### config.mk
export PLATFORM = sky130hd
export DESIGN_NAME = alu_sequencer
export DESIGN_NICKNAME = d
export VERILOG_FILES = /design/src/rtl/alu_sequencer_pkg.sv /design/src/rtl/seq_regfile.sv /design/src/rtl/alu_sequencer.sv
export SDC_FILE = /design/constraint.sdc
export NUM_CORES = 1
export LEC_CHECK = 0
export BUFFER_PORTS_ARGS = -buffer_cell sky130_fd_sc_hd__buf_2
export CAP_MARGIN = 20
export CORE_MARGIN = 2
export CORE_UTILIZATION = 50
export CTS_CLUSTER_SIZE = 40
export DETAILED_ROUTE_END_ITERATION = 8
export PLACE_DENSITY = 0.77
export REMOVE_ABC_BUFFERS = 1
export SETUP_SLACK_MARGIN = 0.5
export SYNTH_ARGS = -nofsm -noshare
export SYNTH_HDL_FRONTEND = slang
export SYNTH_SLANG_ARGS = --single-unit
### constraint.sdc
create_clock -name clock -period 2.3 [get_ports clock]
set_input_delay 0.23 -clock clock [delete_from_list [all_inputs] [get_ports clock]]
set_output_delay 0.23 -clock clock [all_outputs]
set_load 0.05 [all_outputs]
### src/rtl/alu_sequencer_pkg.sv
// Shared opcodes, instruction field positions and FSM state encoding for alu_sequencer.
package alu_sequencer_pkg;

    localparam logic [5:0] OP_ADD   = 6'd0;
    localparam logic [5:0] OP_SUB   = 6'd1;
    localparam logic [5:0] OP_SHL   = 6'd2;
    localparam logic [5:0] OP_SHR   = 6'd3;
    localparam logic [5:0] OP_MOV   = 6'd4;
    localparam logic [5:0] OP_LOAD  = 6'd5;
    localparam logic [5:0] OP_CMPEQ = 6'd8;
    localparam logic [5:0] OP_CMPLT = 6'd9;
    localparam logic [5:0] OP_CMPGT = 6'd10;
    localparam logic [5:0] OP_JMP   = 6'd14;
    localparam logic [5:0] OP_JCC   = 6'd15;

    localparam int OPC_MSB = 31;
    localparam int OPC_LSB = 26;
    localparam int RA_MSB  = 25;
    localparam int RA_LSB  = 23;
    localparam int RB_MSB  = 22;
    localparam int RB_LSB  = 20;
    localparam int HL_BIT  = 19;
    localparam int VAL_MSB = 15;
    localparam int VAL_LSB = 0;

    localparam logic [2:0] REG_BRANCH = 3'd7;

    typedef enum logic [2:0] {
        S_FETCH  = 3'd0,
        S_DECODE = 3'd1,
        S_EXEC   = 3'd2,
        S_WB     = 3'd3,
        S_HALT   = 3'd4
    } seq_state_e;

    function automatic logic is_reg_write(input logic [5:0] op);
        return op < 6'd8;
    endfunction

    function automatic logic is_flag_write(input logic [5:0] op);
        return (op >= 6'd8) && (op <= 6'd13);
    endfunction

    // Only opcodes below 16 may redirect the PC; everything above is a NOP.
    function automatic logic may_branch(input logic [5:0] op);
        return op < 6'd16;
    endfunction

endpackage

### src/rtl/seq_regfile.sv
// 8x32 register file: two addressed read ports, a fixed branch-target read port, one sync write port.
module seq_regfile
    import alu_sequencer_pkg::*;
(
    input  logic        clock,
    input  logic        reset,
    input  logic        we_i,
    input  logic [2:0]  waddr_i,
    input  logic [31:0] wdata_i,
    input  logic [2:0]  ra_addr_i,
    input  logic [2:0]  rb_addr_i,
    output logic [31:0] ra_data_o,
    output logic [31:0] rb_data_o,
    output logic [31:0] r7_data_o
);

    logic [31:0] mem_q [8];

    always_ff @(posedge clock) begin
        if (reset) begin
            for (int i = 0; i < 8; i++) begin
                mem_q[i] <= '0;
            end
        end else if (we_i) begin
            mem_q[waddr_i] <= wdata_i;
        end
    end

    assign ra_data_o = mem_q[ra_addr_i];
    assign rb_data_o = mem_q[rb_addr_i];
    assign r7_data_o = mem_q[REG_BRANCH];

endmodule

### src/rtl/alu_sequencer.sv
// Fetch/decode/execute/writeback sequencer feeding a combinational ALU.
// Optional retire port enabled by defining ALU_SEQUENCER_RETIRE_EN.
//
//   state  | meaning
//   FETCH  | request imem at pc, latch IR when imem_valid
//   DECODE | register ALU controls and operands from IR/regfile
//   EXEC   | ALU inputs held, sample ALU results
//   WB     | write rd or flags, advance/redirect pc
//   HALT   | frozen until reset
module alu_sequencer
    import alu_sequencer_pkg::*;
#(
    parameter logic [31:0] RESET_PC    = 32'h0000_0000,
    parameter logic [5:0]  HALT_OPCODE = 6'd63
) (
    input  logic        clock,
    input  logic        reset,
    output logic        imem_req,
    output logic [31:0] imem_addr,
    input  logic        imem_valid,
    input  logic [31:0] imem_data,
    output logic [31:0] alu_a,
    output logic [31:0] alu_b,
    output logic [31:0] alu_reg8,
    output logic [15:0] alu_value,
    output logic        alu_highlow,
    output logic        alu_f1,
    output logic        alu_f2,
    output logic [5:0]  alu_instr,
    input  logic [31:0] alu_c,
    input  logic        alu_flag,
    input  logic        alu_addrch,
    input  logic [31:0] alu_naddr,
`ifdef ALU_SEQUENCER_RETIRE_EN
    output logic        retire_valid,
    output logic [31:0] retire_pc,
`endif
    output logic        halted
);

    seq_state_e  state_q, state_d;
    logic [31:0] pc_q, ir_q;
    logic        f1_q, f2_q;
    logic [31:0] alu_a_q, alu_b_q, alu_reg8_q;
    logic [15:0] alu_value_q;
    logic        alu_highlow_q, alu_f1_q, alu_f2_q;
    logic [5:0]  alu_instr_q;
    logic [31:0] c_q, naddr_q;
    logic        flag_q, addrch_q;
    logic [31:0] rf_a, rf_b, rf_r7;
    logic        rf_we;
    logic [5:0]  opcode;
    logic        unused_ir;

    assign opcode    = ir_q[OPC_MSB:OPC_LSB];
    assign unused_ir = ^ir_q[18:16];
    assign rf_we     = (state_q == S_WB) && is_reg_write(opcode);

    seq_regfile u_regfile (
        .clock     (clock),
        .reset     (reset),
        .we_i      (rf_we),
        .waddr_i   (ir_q[RA_MSB:RA_LSB]),
        .wdata_i   (c_q),
        .ra_addr_i (ir_q[RA_MSB:RA_LSB]),
        .rb_addr_i (ir_q[RB_MSB:RB_LSB]),
        .ra_data_o (rf_a),
        .rb_data_o (rf_b),
        .r7_data_o (rf_r7)
    );

    always_ff @(posedge clock) begin
        if (reset) begin
            state_q <= S_FETCH;
        end else begin
            state_q <= state_d;
        end
    end

    // Request and halt indication are masked during the reset cycle itself.
    always_comb begin
        state_d  = state_q;
        imem_req = 1'b0;
        halted   = 1'b0;
        case (state_q)
            S_FETCH: begin
                imem_req = !reset;
                if (imem_valid) state_d = S_DECODE;
            end
            S_DECODE: state_d = (opcode == HALT_OPCODE) ? S_HALT : S_EXEC;
            S_EXEC:   state_d = S_WB;
            S_WB:     state_d = S_FETCH;
            S_HALT:   halted = !reset;
            default:  state_d = S_FETCH;
        endcase
    end

    always_ff @(posedge clock) begin
        if (reset) begin
            pc_q          <= RESET_PC;
            ir_q          <= '0;
            f1_q          <= 1'b0;
            f2_q          <= 1'b0;
            alu_a_q       <= '0;
            alu_b_q       <= '0;
            alu_reg8_q    <= '0;
            alu_value_q   <= '0;
            alu_highlow_q <= 1'b0;
            alu_f1_q      <= 1'b0;
            alu_f2_q      <= 1'b0;
            alu_instr_q   <= '0;
            c_q           <= '0;
            flag_q        <= 1'b0;
            addrch_q      <= 1'b0;
            naddr_q       <= '0;
        end else begin
            case (state_q)
                S_FETCH: if (imem_valid) ir_q <= imem_data;
                S_DECODE: begin
                    alu_a_q       <= rf_a;
                    alu_b_q       <= rf_b;
                    alu_reg8_q    <= rf_r7;
                    alu_value_q   <= ir_q[VAL_MSB:VAL_LSB];
                    alu_highlow_q <= ir_q[HL_BIT];
                    alu_instr_q   <= opcode;
                    alu_f1_q      <= f1_q;
                    alu_f2_q      <= f2_q;
                end
                S_EXEC: begin
                    c_q      <= alu_c;
                    flag_q   <= alu_flag;
                    addrch_q <= alu_addrch;
                    naddr_q  <= alu_naddr;
                end
                S_WB: begin
                    if (is_flag_write(opcode)) begin
                        f2_q <= f1_q;
                        f1_q <= flag_q;
                    end
                    if (addrch_q && may_branch(opcode)) pc_q <= naddr_q;
                    else                                pc_q <= pc_q + 32'd1;
                end
                default: ;
            endcase
        end
    end

    assign imem_addr   = pc_q;
    assign alu_a       = alu_a_q;
    assign alu_b       = alu_b_q;
    assign alu_reg8    = alu_reg8_q;
    assign alu_value   = alu_value_q;
    assign alu_highlow = alu_highlow_q;
    assign alu_f1      = alu_f1_q;
    assign alu_f2      = alu_f2_q;
    assign alu_instr   = alu_instr_q;

`ifdef ALU_SEQUENCER_RETIRE_EN
    logic        retire_valid_q;
    logic [31:0] retire_pc_q;

    always_ff @(posedge clock) begin
        if (reset) begin
            retire_valid_q <= 1'b0;
            retire_pc_q    <= '0;
        end else begin
            retire_valid_q <= (state_q == S_WB);
            if (state_q == S_WB) retire_pc_q <= pc_q;
        end
    end

    assign retire_valid = retire_valid_q;
    assign retire_pc    = retire_pc_q;
`endif

endmodule

==> metrics <==
Die Footprint about 0.047 mm^2; vias in the first global route roughly 17,000; CTS tree yes; vias per cell a little over 6; H-tree lvl count 2; WL met1 between 20 and 30 mm; LEAKAGE 0.0112 uW; GRT Residual Overflow 0; Yosys top cell area share 0.338; Pre-antenna DRT Iters 7; Least-Margin Pin Slew roughly 880 ps; Net count, final between 2,000 and 3,000; first-pass GRT wire length between 90 and 100 mm; multi-input logic area slightly below 0.01 mm^2; Area after DPL between 0.02 and 0.03 mm^2; ranking of synthesized cells by area edfxtp_1, dfxtp_1, mux4_2; Slew Limit Headroom 0.411; CTS buffer count between 50 and 60; Final Cell Area approximately 0.030 mm^2; number of flops mapped to enable cells by yosys 256; Die X-Extent ~220 um; crit path DAT between 2000 and 2500 ps; fmax ~0.48 GHz; dominant cell type by area after synthesis edfxtp_1; synth warn 0; Req. time, crit path 2610 ps; outcome complete, no violations; clk buf depth 3; I/O Pins between 200 and 300; worst clock skew approximately 13 ps; Root Driver clkbuf_16; worst vdd ir around 0.00063 V; Post-synth ARST share 0; # setup viols final 0; Final ANT Viol Nets 0; Startpoint Class register; Placer Congestion just over 0.9; crit path kind register to register; Final Core Density 0.664; clk_lat worst skew ~600 ps; Mapped Area approximately 0.023 mm^2; main flop type after synthesis edfxtp_1; final worst path period need approximately 2100 ps; routed wl met3 around 8 mm; Seq. cell area around 0.013 mm^2; largest net degree at the start of global routing ~160; Max-cap violations 0; final worst slack approximately 200 ps; initial antenna violation count 1; Routed met2 length ~36 mm; Max Used Layer met5; most common cell after layout, fill and taps aside nand2_1; Filler cells 3,085; # DRC 0; Starting DRT DRC Count slightly below 2,000; DIE HEIGHT 217 um; synth unique cells 51; CP endpoint kind register; Mapped Cells 1,976; Tcrit/Tclk final 0.911; syn_area_per_cell about 11 um^2; post-DP HPWL roughly 40 mm; RSZ-0062 raised after global routing true; Hold Crit Class primary input to register; fin. max-slew vios 0; Pwr per Cell Area around 740 mW/mm^2; share of layout cells above drive strength 1 0.322; row count slightly below 80; drt total wl 72.5 mm; crit-path max FO 7; worst slack, placed -73.5 ps; layout overhead on the synthesized area 31.9%; initial core utilization 0.504; Port Buffers 252; Yosys reg bits about 510; register area share after synthesis 0.561; routed wire length per instance about 24 um; Final Hold Viols 0; via count 18,500; All-Layer GR Usage 0.266; most frequent cells in the layout nand2_1, edfxtp_1, buf_2, dfxtp_1, and2_1; Sink Count slightly above 500; Core ar. ~0.045 mm^2; clock slew at reported path FFs approximately 60 ps
==> where the power goes <==
group | switching, uW | internal (uW)
clock | 3600 | 4950
combinational | 1920 | 1260
sequential | 386 | 9930
==> path summary, 6_finish.rpt <==
| kind | end | from | slack (ps) | cells past startpoint |
|---|---|---|---|---|
| setup / recovery | u_regfile.mem_q[1][29] | state_q[2] | 200 | 8 |
| hold / removal | imem_addr[28] | reset | 80 | 4 |
| setup reg to reg | u_regfile.mem_q[1][29] | state_q[2] | 200 | 8 |
| hold reg to reg | alu_value[0] | ir_q[0] | 450 | 2 |
==> flip-flops by register name, indices dropped and copies added, names as in the netlist <==
| signal | flops |
|---|---|
| u_regfile.mem_q | 256 |
| alu_a | 32 |
| alu_b | 32 |
| alu_reg8 | 32 |
| c_q | 32 |
| imem_addr | 32 |
| naddr_q | 32 |
| ir_q | 29 |
| alu_value | 16 |
| alu_instr | 6 |
| state_q | 3 |
| addrch_q | 1 |
| alu_f1 | 1 |
| alu_f2 | 1 |
| alu_highlow | 1 |
| f1_q | 1 |
| f2_q | 1 |
| flag_q | 1 |
==> logic make-up (layout without fill, tap and decap cells) <==
group	after synthesis	count (layout)	synth area share
AO/OA/AOI/OAI	307	307	0.0811
buffers and inverters	160	629	0.0270
AND/OR/NAND/NOR	803	804	0.173
flip-flops	509	509	0.561
adder cells (fa/ha/maj)	1	1	0.000551
other	0	1	0
multiplexers	196	196	0.157
==> cells in the mapped netlist, types with 7 or more instances <==
cell,instances
and2_1,258
or3_1,8
a211oi_1,69
or2_2,9
a21oi_1,178
nand4_1,10
a22oi_1,14
buf_1,14
clkbuf_1,129
or4_1,7
buf_2,11
nor3_1,12
mux4_2,128
o211ai_1,10
o21ai_0,12
dfxtp_1,253
nor2_1,104
edfxtp_1,256
nor4_1,9
nand2_1,340
nand3_1,16
mux2i_1,67
==> stage by stage <==
step	cells	power, uW	hold slack (ps)	setup TNS (ps)
6_report	3047	22000	75.1	0
3_3_place_gp	2775	13100	437	-1550
2_1_floorplan	1822	12200	299	-2055460
3_5_place_dp	2775	13200	443	-2090
5_1_grt	3046	22700	69.0	0
4_1_cts	2967	21700	124	0
==> layout make-up <==
| type | instances | share of cell area |
|---|---|---|
| Sequential cell | 509 | 0.429 |
| Multi-Input combinational cell | 1308 | 0.330 |
| Timing Repair Buffer | 528 | 0.158 |
| Clock buffer | 74 | 0.0497 |
| Tap cell | 600 | 0.0251 |
| Clock inverter | 21 | 0.00702 |
| Inverter | 6 | 0.00100 |
| Antenna cell | 1 | 0.0000836 |
==> critical path: stages, from the launching register on <==
cell	delay, ps
dfxtp_2	320
nand4bb_4	210
nor4_4	270
buf_4	200
nand2b_4	70
buf_6	140
nor2_4	100
or2_4	280
clkbuf_16	220
==> metal layers <==
layer	global-route usage	vias to the layer above
met4	0.104	2
li1	-	8011
met5	0	-
met2	0.446	1255
met3	0.0618	251
met1	0.334	8969
==> what timing repair did <==
item / 4_1_cts / 5_1_grt
endpoints found under the setup margin: 574 / 634
pin swaps: 0 / 30
hold buffers: 96 / 0
resized for setup: 23 / 218
setup buffers: 1 / 49
cloned: 0 / 30
endpoints found under the hold margin: 96 / 0
(Power assumes the default switching activity.)
